### src/rtl/snake_control.sv
`default_nettype none
// ============================================================================
//  Module   : snake_control
//  Purpose  : Snake game-state engine. Keeps the segment list, moves it on a
//             periodic tick, steers from direction keys, grows on apple, and
//             detects wall/self collisions. Answers per-pixel cell queries
//             from the display stage with a one-clock registered code.
//  Revision : 1.0  initial release
// ============================================================================
module snake_control #(
    parameter int MAX_LEN  = 16,
    parameter int INIT_LEN = 3,
    parameter int STEP_DIV = 12500000
) (
    input  logic       clk,
    input  logic       reset,
    input  logic [3:0] key,
    input  logic [5:0] apple_x,
    input  logic [4:0] apple_y,
    input  logic [9:0] x_pos,
    input  logic [9:0] y_pos,
    output logic [1:0] snake,
    output logic       eat,
    output logic       game_over,
    output logic [4:0] length
);

    localparam int CNT_W = $clog2(STEP_DIV);

    // Opposite directions differ only in bit 0 (up/down, left/right)
    localparam logic [1:0] C_DIR_UP    = 2'd0;
    localparam logic [1:0] C_DIR_DOWN  = 2'd1;
    localparam logic [1:0] C_DIR_LEFT  = 2'd2;
    localparam logic [1:0] C_DIR_RIGHT = 2'd3;

    localparam logic [0:0] S_PLAY = 1'b0;
    localparam logic [0:0] S_DEAD = 1'b1;

    localparam logic [1:0] C_NONE = 2'b00;
    localparam logic [1:0] C_HEAD = 2'b01;
    localparam logic [1:0] C_BODY = 2'b10;
    localparam logic [1:0] C_WALL = 2'b11;

    logic [5:0]       r_seg_x [MAX_LEN];
    logic [4:0]       r_seg_y [MAX_LEN];
    logic [4:0]       r_len;
    logic [1:0]       r_dir;
    logic [1:0]       r_pend_dir;
    logic [CNT_W-1:0] r_step_cnt;
    logic [0:0]       r_state;
    logic [0:0]       w_state_next;
    logic             r_eat;
    logic [1:0]       r_snake;

    logic       w_key_valid;
    logic [1:0] w_key_dir;
    logic       w_key_ok;
    logic [1:0] w_move_dir;
    logic       w_tick;
    logic [5:0] w_nh_x;
    logic [4:0] w_nh_y;
    logic       w_hit_apple;
    logic       w_grow;
    logic       w_wall_hit;
    logic       w_self_hit;
    logic       w_collide;
    logic       w_in_range;
    logic [5:0] w_cell_x;
    logic [4:0] w_cell_y;
    logic       w_body_hit;
    logic [1:0] w_query;

    assign w_tick = (r_state == S_PLAY) && (r_step_cnt == CNT_W'(STEP_DIV - 1));

    // Decode keys with up>down>left>right priority
    always_comb begin
        w_key_valid = |key;
        w_key_dir   = C_DIR_RIGHT;
        if (key[3])      w_key_dir = C_DIR_UP;
        else if (key[2]) w_key_dir = C_DIR_DOWN;
        else if (key[1]) w_key_dir = C_DIR_LEFT;
        else             w_key_dir = C_DIR_RIGHT;
    end

    // A key reversing the committed direction is dropped; this cycle's key
    // also steers a move happening on this same cycle
    assign w_key_ok   = w_key_valid && (w_key_dir != (r_dir ^ 2'b01));
    assign w_move_dir = w_key_ok ? w_key_dir : r_pend_dir;

    // Candidate next head position
    always_comb begin
        w_nh_x = r_seg_x[0];
        w_nh_y = r_seg_y[0];
        case (w_move_dir)
            C_DIR_UP:    w_nh_y = r_seg_y[0] - 5'd1;
            C_DIR_DOWN:  w_nh_y = r_seg_y[0] + 5'd1;
            C_DIR_LEFT:  w_nh_x = r_seg_x[0] - 6'd1;
            default:     w_nh_x = r_seg_x[0] + 6'd1;
        endcase
    end

    assign w_hit_apple = (w_nh_x == apple_x) && (w_nh_y == apple_y);
    assign w_grow      = w_hit_apple && (r_len < 5'(MAX_LEN));
    assign w_wall_hit  = (w_nh_x == 6'd0) || (w_nh_x == 6'd39) ||
                         (w_nh_y == 5'd0) || (w_nh_y == 5'd29);

    // Self collision: the tail cell is free unless the snake grows this move
    always_comb begin
        w_self_hit = 1'b0;
        for (int i = 1; i < MAX_LEN; i++) begin
            if ((r_seg_x[i] == w_nh_x) && (r_seg_y[i] == w_nh_y)) begin
                if (i < int'(r_len) - 1)
                    w_self_hit = 1'b1;
                else if ((i == int'(r_len) - 1) && w_hit_apple)
                    w_self_hit = 1'b1;
            end
        end
    end

    assign w_collide = w_wall_hit | w_self_hit;

    // FSM state register
    always_ff @(posedge clk or negedge reset) begin
        if (!reset) r_state <= S_PLAY;
        else        r_state <= w_state_next;
    end

    // FSM next state: DEAD is absorbing until reset
    always_comb begin
        w_state_next = r_state;
        if ((r_state == S_PLAY) && w_tick && w_collide)
            w_state_next = S_DEAD;
    end

    // FSM outputs
    always_comb begin
        game_over = (r_state == S_DEAD);
    end

    // Step counter and direction tracking; both freeze once dead
    always_ff @(posedge clk or negedge reset) begin
        if (!reset) begin
            r_step_cnt <= '0;
            r_dir      <= C_DIR_RIGHT;
            r_pend_dir <= C_DIR_RIGHT;
        end else if (r_state == S_PLAY) begin
            r_pend_dir <= w_move_dir;
            if (w_tick) begin
                r_step_cnt <= '0;
                r_dir      <= w_move_dir;
            end else begin
                r_step_cnt <= r_step_cnt + CNT_W'(1);
            end
        end
    end

    // Segment shift register and length; untouched on a colliding move
    always_ff @(posedge clk or negedge reset) begin
        if (!reset) begin
            for (int i = 0; i < MAX_LEN; i++) begin
                r_seg_x[i] <= (i < INIT_LEN) ? 6'(20 - i) : 6'd0;
                r_seg_y[i] <= 5'd15;
            end
            r_len <= 5'(INIT_LEN);
        end else if (w_tick && !w_collide) begin
            r_seg_x[0] <= w_nh_x;
            r_seg_y[0] <= w_nh_y;
            for (int i = 1; i < MAX_LEN; i++) begin
                r_seg_x[i] <= r_seg_x[i-1];
                r_seg_y[i] <= r_seg_y[i-1];
            end
            r_len <= r_len + {4'd0, w_grow};
        end
    end

    // Eat pulse on a successful move onto the apple, saturated or not
    always_ff @(posedge clk or negedge reset) begin
        if (!reset) r_eat <= 1'b0;
        else        r_eat <= w_tick && !w_collide && w_hit_apple;
    end

    // Pixel query classification against the current (pre-move) segments
    assign w_in_range = (x_pos < 10'd640) && (y_pos < 10'd480);
    assign w_cell_x   = x_pos[9:4];
    assign w_cell_y   = y_pos[8:4];

    always_comb begin
        w_body_hit = 1'b0;
        for (int i = 1; i < MAX_LEN; i++) begin
            if ((i < int'(r_len)) && (r_seg_x[i] == w_cell_x) && (r_seg_y[i] == w_cell_y))
                w_body_hit = 1'b1;
        end
        w_query = C_NONE;
        if (w_in_range) begin
            if ((r_seg_x[0] == w_cell_x) && (r_seg_y[0] == w_cell_y))
                w_query = C_HEAD;
            else if (w_body_hit)
                w_query = C_BODY;
            else if ((w_cell_x == 6'd0) || (w_cell_x == 6'd39) ||
                     (w_cell_y == 5'd0) || (w_cell_y == 5'd29))
                w_query = C_WALL;
        end
    end

    // Register the query answer (one clock latency to the display stage)
    always_ff @(posedge clk or negedge reset) begin
        if (!reset) r_snake <= C_NONE;
        else        r_snake <= w_query;
    end

    assign snake  = r_snake;
    assign eat    = r_eat;
    assign length = r_len;

endmodule
`default_nettype wire

### config.mk
export PLATFORM = sky130hd
export DESIGN_NAME = snake_control
export DESIGN_NICKNAME = d
export VERILOG_FILES = /design/src/rtl/snake_control.sv
export SDC_FILE = /design/constraint.sdc
export NUM_CORES = 1
export LEC_CHECK = 0
export ABC_CLOCK_PERIOD_IN_PS = 6400
export BUFFER_PORTS_ARGS = -buffer_cell sky130_fd_sc_hd__buf_2
export CAP_MARGIN = 20
export CORE_ASPECT_RATIO = 0.5
export CORE_UTILIZATION = 45
export DETAILED_ROUTE_END_ITERATION = 6
export PLACE_DENSITY_LB_ADDON = 0.2
export SLEW_MARGIN = 20
export SYNTH_ARGS = -nofsm -noshare
export SYNTH_HDL_FRONTEND = slang
export SYNTH_SLANG_ARGS = --single-unit
### constraint.sdc
create_clock -name clk -period 6.4 [get_ports clk]
set_input_delay 0.96 -clock clk [delete_from_list [all_inputs] [get_ports clk]]
set_output_delay 0.96 -clock clk [all_outputs]
set_load 0.02 [all_outputs]
# After elaboration in Yosys (flattened, before gate mapping)
# Index checks and enable logic that the tools add are counted.
# word_totals
regBits	213
input_bits	37
# op_classes
add_sub_neg	7
order_cmp	33
n_eq_ne	87
muxes	71
bitwise_logic	3
reduce_logical	85
# op_table
operator	n
$eq A6 B6 Y1	32
$eq A5 B5 Y1	32
$logic_and A1 B1 Y1	70
$mux W1	61
$eq A5 B6 Y1 const A	8
$lt A5 B6 Y1 const A	8
$lt A4 B5 Y1 const A	8
$add A24 B1 Y24 const B	1
$eq A24 B24 Y1 const B	1
$eq A4 B6 Y1 const A	4
$lt A4 B6 Y1 const A	4
$mux W24	1
$lt A3 B5 Y1 const A	4
$mux W2	7
$eq A3 B6 Y1 const A	2
$eq A6 B6 Y1 const B	2
$logic_not A6 Y1	2
$lt A3 B6 Y1 const A	2
$pmux W6 S2	1
$eq A5 B5 Y1 const B	2
$logic_not A5 Y1	2
$lt A10 B10 Y1 const B	1
$lt A10 B9 Y1 const B	1
$lt A2 B5 Y1 const A	2
other kinds (22)	28

# Logic depth before layout (Yosys ltp)
# Gate-level depths: netlist (run 1).
# logic_depth
ltp_word	61
ltp_mapped	25

# Worst setup path before layout (run 1)
# No wires, ideal clock.
# synth_timing
kind	input to register
from	input key[3]
to	register r_seg_y[34] in the netlist's numbering
setup_ps	125
arrival_ps	6343
t_required_ps	6275
setup_slack_ps	-67
path_stages	22
n_path_buf	7
cell_sequence	buf_2 > or4_1 > nand3_1 > buf_2 > buf_1 > nand2_1 > ha_1 > xor2_1 > clkbuf_1 > nor3_1 > a21oi_1 > buf_1 > xor2_1 > nand3_1 > nor4_1 > a2111oi_0 > o221a_2 > nand3_1 > nor4_4 > buf_4 > buf_4 > mux2_2
# synth_via
elab_chain_len	58
# synth_lines
item	line	text
start, declared	17	input logic [3:0] key,
$mux W2	79	if (key[3]) w_key_dir = C_DIR_UP;
$ne A2 B2 Y1	87	assign w_key_ok = w_key_valid && (w_key_dir != (r_dir ^ 2'b01));
$logic_and A1 B1 Y1	87	
$mux W2 (*)	88	assign w_move_dir = w_key_ok ? w_key_dir : r_pend_dir;
$eq A2 B1 Y1 / $logic_not A2 Y1 (equally long branches)	94	case (w_move_dir)
$reduce_or A2 Y1 (no line)	n/a	
$pmux W6 S2	94	
$eq A6 B6 Y1	102	assign w_hit_apple = (w_nh_x == apple_x) && (w_nh_y == apple_y);
[... 42 more ...]	n/a	
$mux W1	112	if (i < int'(r_len) - 1)
$mux W1	111	if ((r_seg_x[i] == w_nh_x) && (r_seg_y[i] == w_nh_y)) begin
$mux W1	114	else if ((i == int'(r_len) - 1) && w_hit_apple)
$mux W1	112	
$mux W1	111	
$or A1 B1 Y1 (*)	120	assign w_collide = w_wall_hit | w_self_hit;
$logic_not A1 Y1 (*)	165	end else if (w_tick && !w_collide) begin
$logic_and A1 B1 Y1 (*)	165	
end signal, assigned by index	170	r_seg_y[i] <= r_seg_y[i-1];
end, declared	45	logic [4:0] r_seg_y [MAX_LEN];
# Mark *: on every way between the ends. The rest lies on a longest branch, timed or not.
# A chain may end at the register's enable or synchronous reset.

# Worst setup path after layout (run 1)
# layout_timing
from	register r_dir[0]
to	register r_seg_y[32] in the netlist's numbering
# layout_via
elab_chain_len	58
# layout_lines
item	line	text
start, declared	47	logic [1:0] r_dir;
start signal, assigned	150	r_dir <= w_move_dir;
$not A1 Y1 (no line) (*)	n/a	
$ne A2 B2 Y1 (*)	87	
$logic_and A1 B1 Y1 (*)	87	
$mux W2 (*)	88	
$eq A2 B1 Y1 / $logic_not A2 Y1 (equally long branches)	94	
$reduce_or A2 Y1 (no line)	n/a	
$pmux W6 S2	94	
$eq A6 B6 Y1	102	
[... 42 more ...]	n/a	
$mux W1	112	
$mux W1	111	
$mux W1	114	
$mux W1	112	
$mux W1	111	
$or A1 B1 Y1 (*)	120	
$logic_not A1 Y1 (*)	165	
$logic_and A1 B1 Y1 (*)	165	
# Marked as above.

==> results of run 1 <==
==> power breakdown <==
group          switching [µW]  internal, µW  total (µW)
clock                     610           915        1530
combinational             760           484        1240
sequential               41.8          1370        1410
total                    1410          2770        4180
==> path summary, 6_finish.rpt <==
check / from / endpoint
worst max-delay path: r_dir[0] / r_seg_y[32]
worst min-delay path: reset / r_seg_x[38]
worst max register to register: r_dir[0] / r_seg_y[32]
worst min register to register: r_step_cnt[22] / r_step_cnt[22]
max in group asynchronous: reset / r_seg_x[23]
min in group clk: r_step_cnt[22] / r_step_cnt[22]
==> critical path, stage by stage, from the launching register on <==
cell	delay (ns)
dfstp_2	0.60
nor2b_1	0.08
or4_1	0.52
nand3_1	0.15
nand2_1	0.10
buf_4	0.16
ha_1	0.33
buf_4	0.13
nand2b_1	0.07
a21o_1	0.29
buf_4	0.23
nand2_1	0.26
nor3_1	0.07
or4_1	0.50
nor4_1	0.33
nand4_1	0.13
buf_4	0.22
o21ai_0	0.38
buf_4	0.18
nand3_1	0.16
o211ai_1	0.22
buf_4	0.20
nor4_4	0.05
buf_4	0.20
buf_12	0.18
mux2_1	0.34
==> registers in the layout, summed over array words and instances (netlist names) <==
signal / flops
eat: 1
game_over: 1
length: 5
r_dir: 2
r_pend_dir: 2
r_seg_x: 96
r_seg_y: 80
r_step_cnt: 24
snake: 2
==> cell type report <==
class,instances,area [µm²]
sequential,213,5430
antenna,1,2.50
clock inverter,12,233
multi-input combinational,1388,10500
fill,3377,17200
timing repair buffer,193,1530
clock buffer,28,603
tap,484,606
inverter,32,120
==> stage by stage <==
stage | instance area [µm²] | setup TNS, ns | hold slack, ns | power [µW]
6_report | 19000 | 0 | 0.370 | 4180
5_1_grt | 19000 | 0 | 0.424 | 4300
4_1_cts | 19000 | 0 | 0.418 | 4150
3_5_place_dp | 18200 | -48.90 | 0.487 | 2630
3_3_place_gp | 18200 | -38.80 | 0.482 | 2630
2_1_floorplan | 16600 | 0 | 0.460 | 2090
==> per-layer routing <==
layer  up-vias  part of all wire (%)  GRT usage [%]  wire, µm
li1       6558                     -              -         -
met1      7423                    43           49.1     28000
met2       904                    41           49.9     26600
met3       155                    13           10.5      8360
met4         0                   3.4           10.8      2240
met5         -                     0              0         0
==> repair_timing <==
| action | in CTS | in global routing |
|---|---|---|
| resized for setup | 0 | 3 |
| endpoints found under the setup margin | 0 | 177 |
| hold buffers | 0 | 0 |
==> layout by cell type (no fill, tap or decap), types with 15 or more instances in the layout <==
cell type | netlist | routed
nand2_1 | 94 | 93
xnor2_1 | 232 | 232
nand3_1 | 61 | 61
nor2_1 | 91 | 90
clkbuf_16 | 0 | 22
mux2_1 | 54 | 54
dfrtp_1 | 136 | 136
buf_4 | 12 | 143
o21ai_0 | 53 | 53
inv_1 | 31 | 31
o22ai_1 | 18 | 18
mux2_2 | 105 | 105
a21oi_1 | 51 | 51
nor3_1 | 47 | 47
nor4_1 | 55 | 54
a2111oi_0 | 16 | 15
nand4_1 | 51 | 51
buf_2 | 21 | 36
nand2b_1 | 26 | 26
dfstp_2 | 77 | 77
xor2_1 | 153 | 152
and3_1 | 19 | 19
==> cell families after synthesis <==
family / Yosys count / synth area share, %
AOI/OAI and AO/OA: 283 / 12.1
and+or+nand+nor: 527 / 17.0
DFF: 213 / 32.6
buffers and inverters: 174 / 4.40
xor gates and xnor gates: 391 / 21.1
muxes: 174 / 11.8
adders and majority gates: 13 / 1.01
==> results.yml, run 1 <==
status:
  status: "finished, violations left"
  violations: "DRC"
grt:
  track_usage_pct: 34.6
  grt_pass1_wl_um: 95200
  antenna_found_initial: 1
  grt_pass1_vias: 14200
  overflow: 0
  grt_max_degree: 139
synth:
  synth_top_area_share_pct: 20.5
  syn_nets: 1824
  synth_edf_count: 0
  synthTopCellsByArea: "dfrtp_1 (20%), xnor2_1 (12%), dfstp_2 (12%)"
  netlist_area_mm2: 0.0166
  synth_seq_area_share_pct: 32.6
  synth_common_cells: "xnor2_1 (232), xor2_1 (153), dfrtp_1 (136)"
  synth-async-reset-ratio_pct: 100
  synth_warnings: 0
  synth_seq_cells: 213
  yosys_most_used_dff: "dfrtp_1"
  synth_cell_types: 88
  synthCells: 1775
  yosysMostFrequentCell: "xnor2_1"
  yosys.area.top_type: "dfrtp_1"
  synth.avg_cell_area_um2: 9.37
routing:
  drc: 8
  vias_per_cell: 6.40
  num_vias: 15000
  wl_per_cell_um: 27.7
  drt.antenna.violating_nets: 0
  drtIter0Drc: 1947
  dr.pass1.iters: 7
  wirelength_um: 65200
clock_tree:
  clock-root-buffer: "clkbuf_16"
  cts_tree: "yes"
  h-tree-depth: 1
  cts_made_buffers: 22
  numClockSinks: 213
  post_cts_buffers: 0
  clkTransAtPathRegs_ns: 0.07
  cts.path.max_buffers: 3
  clock_latency_ns: 0.56
die:
  fp.coreArea_mm2: 0.0362
  die_x_um: 274
  num_rows: 49
  die_area_mm2: 0.0378
  io_pins: 46
  die_y_um: 138
  start_util_pct: 46.0
place:
  dpl.hpwl_um: 47000
  placedCellCount: 2310
  place_congestion: 1.05
  pre_cts_ws_ns: -0.344
  io_buffers: 37
hold_path:
  hold_class: "in2async"
layout:
  finish.utilization_pct: 52.6
  finalNetCount: 1899
  fin_cells: 2351
  drive_gt1_share_pct: 23.8
  areaGrowthSynthToFinish_pct: 14.4
timing:
  slew_headroom_pct: 28.4
  setup_ws_ns: 0.212
  clock.fmax_mhz: 162
  slew_violations: 0
  period_minus_slack_ns: 6.19
  hold_viol: 0
  finalCritPeriodShare_pct: 96.7
  rsz0062_at_grt: "false"
  setup_viol: 0
  tightest_slew_ns: 1.06
  skew_ns: 0.0338
power:
  ir_drop_uv: 160
  p_leak_uw: 0.00786
  power.density_mw_per_mm2: 220
worst_setup_path:
  ff2ff_path_depth: 25
  path_class: "reg2reg"
  worstSetupStartpointType: "flop"
  cp-end-kind: "flop"
  ff2ff_setup_slack_ns: 0.21
  worstPathMaxFanout: 35
  worstPathRequired_ns: 6.86
  cp.arrival_ns: 6.65
job:
  maxCapViolCount: 0
No activity file was read; power rests on OpenSTA's default activity.
==> run 2: changes to the inputs <==
PLACE_DENSITY = 0.7   (was not set)
PLACE_DENSITY_LB_ADDON = not set   (was 0.2)
==> results.yml, run 2 (synthesis gave the netlist of run 1 again) <==
status:
  status: "finished, violations left"
  violations: "DRC"
worst_setup_path:
  path_buf_inv: 8
  cp.arrival_ns: 6.61
  worstPathMaxFanout: 43
  worstSetupStartpointType: "flop"
  worstPathRequired_ns: 6.82
  path_class: "reg2reg"
  crit_family: "compound AO/OA/AOI/OAI gates"
  cp_slowest_cell: "a2111oi_1"
  critPathMostFrequentCell: "buf_4"
  cp-end-kind: "flop"
  crit_chain: "nor2b_1 -> or4_1 -> nand3_1 -> nand2_1 -> inv_1 -> fa_1 -> buf_4 -> buf_4 -> nor3_1 -> a21oi_1 -> buf_4 -> a221o_1 -> a2111oi_1 -> buf_4 -> a31oi_1 -> buf_4 -> o221a_2 -> nand3_1 -> nor4_4 -> buf_12 -> buf_12 -> mux2_2"
  critPathMaxStageDelay_ns: 0.91
place:
  place_congestion: 1.03
  placedCellCount: 2298
  io_buffers: 37
  dpl.hpwl_um: 47900
timing:
  finalCritPeriodShare_pct: 96.6
  slew_violations: 0
  period_minus_slack_ns: 6.18
  hold_viol: 0
  hold_ws_ns: 0.320
  rsz0062_at_grt: "false"
  tightest_slew_ns: 1.03
  slew_headroom_pct: 29.6
  setup_viol: 0
  clock.fmax_mhz: 162
  skew_ns: 0.0257
power:
  p_leak_uw: 0.00772
  ir_drop_uv: 156
  power.density_mw_per_mm2: 209
job:
  maxCapViolCount: 0
grt:
  grt_max_degree: 162
  grt_pass1_vias: 14300
  antenna_found_initial: 1
  track_usage_pct: 34.2
  overflow: 0
  grt_pass1_wl_um: 94100
clock_tree:
  numClockSinks: 213
  clkTransAtPathRegs_ns: 0.06
  cts_tree: "yes"
  clock-root-buffer: "clkbuf_16"
  postCtsHoldBufs: 0
  h-tree-depth: 1
  cts.path.max_buffers: 3
  cts_made_buffers: 22
  clock_latency_ns: 0.56
routing:
  num_vias: 15200
  dr.pass1.iters: 7
  drtIter0Drc: 2296
  wirelength_um: 64800
  wl_per_cell_um: 27.7
  drt.antenna.violating_nets: 0
  vias_per_cell: 6.51
  drc: 4
layout:
  finalNetCount: 1888
  layout_commonest_cell: "xnor2_1"
  most-common-layout-cells: "xnor2_1 (232), xor2_1 (153), dfrtp_1 (136), buf_4 (136), mux2_2 (105)"
  largest_register_ffs: 96
  regArea_mm2: 0.00543
  multiInputGateArea_mm2: 0.0105
  reg_top3: "r_seg_x (96), r_seg_y (80), r_step_cnt (24)"
  drive_gt1_share_pct: 23.2
  top_register: "r_seg_x"
  areaGrowthSynthToFinish_pct: 12.8
  fin_cells: 2341
  nFillCells: 3287
die:
  fp.coreArea_mm2: 0.0362
  start_util_pct: 46.0
  num_rows: 49
  die_x_um: 274
  die_area_mm2: 0.0378
  die_y_um: 138
  io_pins: 46
hold_path:
  hold_class: "in2async"
-- run 2: cell count changes in the layout (fill, tap and decap cells not counted), moves of 2 or more --
| cell | before | now |
|---|---|---|
| clkinv_4 | 3 | 0 |
| buf_4 | 143 | 136 |
| bufinv_16 | 6 | 1 |
| clkinvlp_4 | 0 | 4 |
| clkinv_2 | 2 | 4 |
| buf_12 | 13 | 9 |
| clkbuf_1 | 3 | 5 |
-- run 2: path summary, 6_finish.rpt --
path / from / to / slack, ns / depth (start not counted)
max reg2reg: r_dir[0] / r_seg_x[30] / 0.22 / 22
min in group clk: r_step_cnt[9] / r_step_cnt[9] / 0.49 / 1
max: r_dir[0] / r_seg_x[30] / 0.22 / 22
max in group asynchronous: reset / r_seg_x[20] / 4.76 / 2
min: reset / r_step_cnt[22] / 0.32 / 1
min reg2reg: r_step_cnt[9] / r_step_cnt[9] / 0.49 / 1
-- run 2: area by class of cell --
type / instances / share of cell area, %
Antenna cell: 2 / 0.0267
Clock buffer: 30 / 3.26
Clock inverter: 10 / 0.514
Inverter: 32 / 0.641
Multi-Input combinational cell: 1388 / 56.0
Sequential cell: 213 / 28.9
Tap cell: 484 / 3.23
Timing Repair Buffer: 182 / 7.45
-- run 2: stage by stage --
stage	setup slack (ns)	power, µW	TNS [ns]	cell area [µm²]	utilization (%)
after floorplan	0.137	2090	0	16600	-
after global placement	-0.318	2580	-45.06	18000	49.8
after detailed placement	-0.246	2590	-30.68	18000	49.8
after CTS	0.235	3900	0	18700	51.8
after global routing	0.0698	4040	0	18700	51.8
final	0.216	3930	0	18800	51.8
-- run 2: routing by layer --
layer | part of all wire, % | vias to the layer above | track usage (%) | wire length [µm]
li1 | - | 6543 | - | -
met1 | 41 | 7442 | 46.9 | 26400
met2 | 41 | 1064 | 50.5 | 26800
met3 | 14 | 197 | 10.5 | 9020
met4 | 4.0 | 0 | 12.3 | 2620
met5 | 0 | - | 0 | 0
-- run 2: timing repair --
item                       4_1_cts  5_1_grt
gates resized for setup          0        2
setup endpoints to repair        0      178
setup buffers                    0        1
hold endpoints to repair         0        0
-- run 2: power breakdown --
group	internal, µW	switching (µW)
sequential	1370	44.8
clock	714	588
combinational	456	751
